--- src/rtl/alu_op_sequencer.sv ---
// Initiator side of the ALU result-select interface: accepts one opcode/operand
// request, drives the ALU, captures the result and flags, and hands it on.
// Optional completed-operation counter enabled by defining ALU_SEQ_COUNT_EN.
module alu_op_sequencer #(
  parameter int N = 4
) (
  input  logic         clk,
  input  logic         reset,
  input  logic         in_valid,
  output logic         in_ready,
  input  logic [2:0]   in_op,
  input  logic [N-1:0] in_a,
  input  logic [N-1:0] in_b,
  output logic [N-1:0] alu_a,
  output logic [N-1:0] alu_b,
  output logic [2:0]   alu_sel,
  input  logic [N-1:0] alu_result,
  output logic         out_valid,
  input  logic         out_ready,
  output logic [N-1:0] out_result,
  output logic         out_zero,
  output logic         out_neg,
  output logic         out_err,
  output logic [15:0]  op_count
);

  typedef enum logic [1:0] {IDLE, EXEC, DONE} state_e;

  state_e       state_q, state_d;
  logic         in_ready_q, in_ready_d;
  logic [N-1:0] alu_a_q, alu_a_d;
  logic [N-1:0] alu_b_q, alu_b_d;
  logic [2:0]   alu_sel_q, alu_sel_d;
  logic         out_valid_q, out_valid_d;
  logic [N-1:0] out_result_q, out_result_d;
  logic         out_zero_q, out_zero_d;
  logic         out_neg_q, out_neg_d;
  logic         out_err_q, out_err_d;
  logic         out_hs;

  // DONE always has out_valid set, so out_ready alone completes the handshake.
  assign out_hs = (state_q == DONE) && out_ready;

  always_comb begin
    // NOTE: every signal gets its hold value first so no path leaves it unassigned (no latch).
    state_d      = state_q;
    alu_a_d      = alu_a_q;
    alu_b_d      = alu_b_q;
    alu_sel_d    = alu_sel_q;
    out_valid_d  = out_valid_q;
    out_result_d = out_result_q;
    out_zero_d   = out_zero_q;
    out_neg_d    = out_neg_q;
    out_err_d    = out_err_q;
    unique case (state_q)
      IDLE: begin
        if (in_valid && in_ready_q) begin
          if (in_op == 3'd7) begin
            out_result_d = '0;
            out_zero_d   = 1'b1;
            out_neg_d    = 1'b0;
            out_err_d    = 1'b1;
            out_valid_d  = 1'b1;
            state_d      = DONE;
          end else begin
            alu_a_d   = in_a;
            alu_b_d   = in_b;
            alu_sel_d = in_op;
            state_d   = EXEC;
          end
        end
      end
      EXEC: begin
        out_result_d = alu_result;
        out_zero_d   = (alu_result == '0);
        out_neg_d    = alu_result[N-1];
        out_err_d    = 1'b0;
        out_valid_d  = 1'b1;
        state_d      = DONE;
      end
      DONE: begin
        if (out_hs) begin
          out_valid_d = 1'b0;
          state_d     = IDLE;
        end
      end
      default: state_d = IDLE;
    endcase
  end

  // NOTE: in_ready is a registered decode of the next state, so it reads 0 while reset is held.
  assign in_ready_d = (state_d == IDLE);

  always_ff @(posedge clk) begin
    if (reset) begin
      state_q      <= IDLE;
      in_ready_q   <= 1'b0;
      alu_a_q      <= '0;
      alu_b_q      <= '0;
      alu_sel_q    <= '0;
      out_valid_q  <= 1'b0;
      out_result_q <= '0;
      out_zero_q   <= 1'b0;
      out_neg_q    <= 1'b0;
      out_err_q    <= 1'b0;
    end else begin
      state_q      <= state_d;
      in_ready_q   <= in_ready_d;
      alu_a_q      <= alu_a_d;
      alu_b_q      <= alu_b_d;
      alu_sel_q    <= alu_sel_d;
      out_valid_q  <= out_valid_d;
      out_result_q <= out_result_d;
      out_zero_q   <= out_zero_d;
      out_neg_q    <= out_neg_d;
      out_err_q    <= out_err_d;
    end
  end

`ifdef ALU_SEQ_COUNT_EN
  logic [15:0] op_count_q, op_count_d;

  always_comb begin
    op_count_d = op_count_q;
    if (out_hs) op_count_d = op_count_q + 16'd1;
  end

  always_ff @(posedge clk) begin
    if (reset) op_count_q <= '0;
    else       op_count_q <= op_count_d;
  end

  assign op_count = op_count_q;
`else
  assign op_count = '0;
`endif

  assign in_ready   = in_ready_q;
  assign alu_a      = alu_a_q;
  assign alu_b      = alu_b_q;
  assign alu_sel    = alu_sel_q;
  assign out_valid  = out_valid_q;
  assign out_result = out_result_q;
  assign out_zero   = out_zero_q;
  assign out_neg    = out_neg_q;
  assign out_err    = out_err_q;

endmodule
--- config.mk ---
export PLATFORM = sky130hd
export DESIGN_NAME = alu_op_sequencer
export DESIGN_NICKNAME = d
export VERILOG_FILES = /design/src/rtl/alu_op_sequencer.sv
export SDC_FILE = /design/constraint.sdc
export NUM_CORES = 1
export LEC_CHECK = 0
export BUFFER_PORTS_ARGS = -buffer_cell sky130_fd_sc_hd__buf_4
export CAP_MARGIN = 20
export CORE_MARGIN = 1.5
export CORE_UTILIZATION = 44
export DETAILED_ROUTE_END_ITERATION = 7
export PLACE_DENSITY = 0.81
export SETUP_SLACK_MARGIN = 0.05
export SLEW_MARGIN = 25
export SYNTH_ARGS = -nofsm -noshare
export SYNTH_HDL_FRONTEND = slang
export SYNTH_SLANG_ARGS = --single-unit
--- constraint.sdc ---
create_clock -name clk -period 1.5 [get_ports clk]
set_input_delay 0.075 -clock clk [delete_from_list [all_inputs] [get_ports clk]]
set_output_delay 0.075 -clock clk [all_outputs]
set_load 0.01 [all_outputs]
==> results.py <==
metrics = {
    "outcome": {
        "outcome": "finished clean",
    },
    "final_layout": {
        "design_area_um2": 1340,
        "area_growth_pct": 22.9,
        "fillers": 209,
        "final_cell_mix": "39 x buf_4, 21 x nand2b_1, 21 x dfxtp_1, 16 x conb_1, 11 x mux2i_1",
        "drive_gt1_share_pct": 32.5,
        "diodes": 0,
        "nets": 171,
        "layout_commonest_cell": "buf_4",
        "fin_util_pct": 58.7,
    },
    "critical_path": {
        "path_cells": "nand3b_4 -> nor3_4 -> buf_4 -> mux2i_1",
        "r2r_end": "alu_a[1]$_SDFFE_PP0P_",
        "start_kind": "flop",
        "slowest_stage": "dfxtp_1",
        "end_kind": "flop",
        "worstSetupPathType": "reg2reg",
        "cp_top_family": "flip-flops",
        "crit_path_max_incr_delay_ns": 0.37,
        "cp.required_ns": 1.74,
        "rr_worst_depth": 4,
        "cp_max_fo": 11,
        "cp.arrival_ns": 1.52,
        "timing.critical_path.buf_inv": 1,
        "r2r-start": "state_q[1]$_SDFF_PP0_",
        "r2r_slack_ns": 0.22,
    },
    "routing": {
        "ant_nets": 0,
        "dr.pass1.iters": 4,
        "drt-vias-per-instance": 4.75,
        "routed_wl_um": 2100,
        "dr_total_vias": 851,
        "dr.first_iter.drc_count": 5,
        "drc": 0,
        "wl_per_cell_um": 11.7,
    },
    "worst_hold_path": {
        "hold_path.class": "in2reg",
        "hold_end": "out_result[0]$_SDFFE_PP0P_",
        "hp-start": "alu_result[0]",
        "whs_path_depth": 3,
    },
    "logic_synthesis": {
        "synth_cells": 115,
        "avgSynthCellArea_um2": 9.45,
        "synthArstFlopShare_pct": 0,
        "synth_cell_types": 29,
        "synthesis.area_um2": 1090,
        "synth_top_cell_area_share_pct": 38.7,
        "ys.flop_type": "dfxtp_1",
        "ys_ff_latch": 21,
        "synth_area_leaders": "dfxtp_1 39%, nand2b_1 12%, buf_4 12%, mux2i_1 10%, a21oi_1 2.8%",
        "synth_edf_count": 0,
        "ys_seq_area_share_pct": 38.7,
        "synth-warning-count": 0,
        "yosysTopAreaCell": "dfxtp_1",
    },
    "sta": {
        "rsz0062_at_grt": "false",
        "period_needed_ns": 1.28,
        "finalMaxSlewViolations": 0,
        "setup_viol": 0,
        "fin_ws_ns": 0.217,
        "finClkSkew_ns": 0.00670,
        "hold_viol_final": 0,
        "fmax_ghz": 0.779,
        "period_share_pct": 85.5,
        "setup_tns_ns": 0,
    },
    "floorplan": {
        "io_pins": 55,
        "initial_utilization_pct": 47.8,
        "coreArea_um2": 2280,
        "rows": 17,
        "die_area_um2": 2780,
        "die_h_um": 52.7,
        "die_w_um": 52.7,
    },
    "clock_tree": {
        "cts.sinks": 21,
        "cts_resized": 0,
        "numCtsBuffers": 3,
        "cts_root_buf": "clkbuf_4",
        "cts.path.max_buffers": 2,
        "clkSlewWorstSetupHoldPaths_ns": 0.12,
        "cts_tree": "yes",
        "htreeDepth": 1,
        "cts_setup_buffers": 0,
        "hold_buffers": 0,
        "clk-insertion-delay-late_ns": 0.31,
    },
    "placement": {
        "dpl-instance-area_um2": 1310,
        "gp_congestion": 0.728,
        "pre_cts_slack_ns": 0.249,
        "hpwl_um": 1550,
        "portBuffers": 38,
    },
    "grt": {
        "first_global_vias": 752,
        "grt_max_degree": 33,
        "grt_overflow_total": 0,
        "grt_antenna_before_repair": 0,
        "grt_use_total_pct": 16.3,
        "grt_pass1_wl_um": 3330,
    },
    "job": {
        "drv_cap": 0,
    },
    "power": {
        "power-per-cell-area_nw_per_um2": 824,
        "intPower_mw": 0.802,
        "pwr-share-comb_pct": 19.8,
        "leakagePower_nw": 0.602,
        "vdd_drop_max_mv": 0.514,
        "sw_frac_of_total_pct": 27.1,
        "clkPwrFrac_pct": 25.0,
        "p_switching_mw": 0.299,
        "seq_power_share_pct": 55.2,
    },
}
area by class of cell:
type	count	area [um2]	share of cell area [%]
inverters	4	15.0	1.12
multi-input cells	83	547	40.9
repair buffers	39	293	21.9
well taps	28	35.0	2.62
clock buffers	4	26.3	1.97
flip-flops and latches	21	420	31.5
logic make-up (layout without fill, tap and decap cells):
kind of cell	after synthesis	after routing	synth area share (%)
AND/OR/NAND/NOR	42	42	26.0
buffers and inverters	26	47	16.2
flip-flops	21	21	38.7
AO/OA/AOI/OAI	14	14	8.63
multiplexers	11	11	10.1
other	1	16	0.345
per-stage QoR:
step                hold slack [ns]  power, mW  instances
CTS                          0.0189       1.11        179
detailed placement            0.350      0.839        175
global placement              0.343      0.831        175
floorplan                     0.215      0.776        130
finish                       0.0227       1.10        179
global route                 0.0378       1.15        179
power groups by stage:
stage / Sequential, mW / Combinational [mW] / Clock [mW]
after floorplan: 0.629 / 0.147 / 0
after global placement: 0.618 / 0.213 / 0
after detailed placement: 0.620 / 0.219 / 0
after CTS: 0.608 / 0.219 / 0.283
after global routing: 0.612 / 0.241 / 0.298
final: 0.608 / 0.218 / 0.275
registers in the layout, summed over array words and instances (netlist names):
name        cells
out_valid       1
alu_a           4
state_q         2
out_zero        1
out_err         1
in_ready        1
alu_sel         3
out_result      4
alu_b           4
Yosys cell counts (3+ instances only):
cell type,n
mux2i_1,11
o211ai_1,4
dfxtp_1,21
inv_1,4
nand2b_1,21
buf_4,17
nand2_1,4
a21oi_1,6
clkbuf_1,3
worst max-delay path by stage:
stage	from	end	slack, ns	cells past startpoint
after floorplan	in_ready$_SDFF_PP0_	alu_a[0]$_SDFFE_PP0P_	0.38	4
after global placement	state_q[0]$_SDFF_PP0_	out_zero$_SDFFE_PP0P_	0.33	3
after detailed placement	state_q[1]$_SDFF_PP0_	alu_a[1]$_SDFFE_PP0P_	0.25	4
after CTS	state_q[1]$_SDFF_PP0_	alu_a[1]$_SDFFE_PP0P_	0.22	4
after global routing	state_q[0]$_SDFF_PP0_	out_zero$_SDFFE_PP0P_	0.14	3
final	state_q[1]$_SDFF_PP0_	alu_a[1]$_SDFFE_PP0P_	0.22	4
per-layer routing:
| layer | global-route usage [%] | up-vias | wire, um |
|---|---|---|---|
| li1 | - | 420 | - |
| met3 | 1.71 | 4 | 97 |
| met5 | 0 | - | 0 |
| met1 | 20.5 | 397 | 920 |
| met4 | 9.83 | 0 | 35 |
| met2 | 26.5 | 30 | 1050 |
tightest hold or removal path, stage by stage:
cell and delay [ns]:
buf_4 0.11, nand2_1 0.05, a21oi_1 0.05
Note: power is estimated with default switching activity, not from simulation.
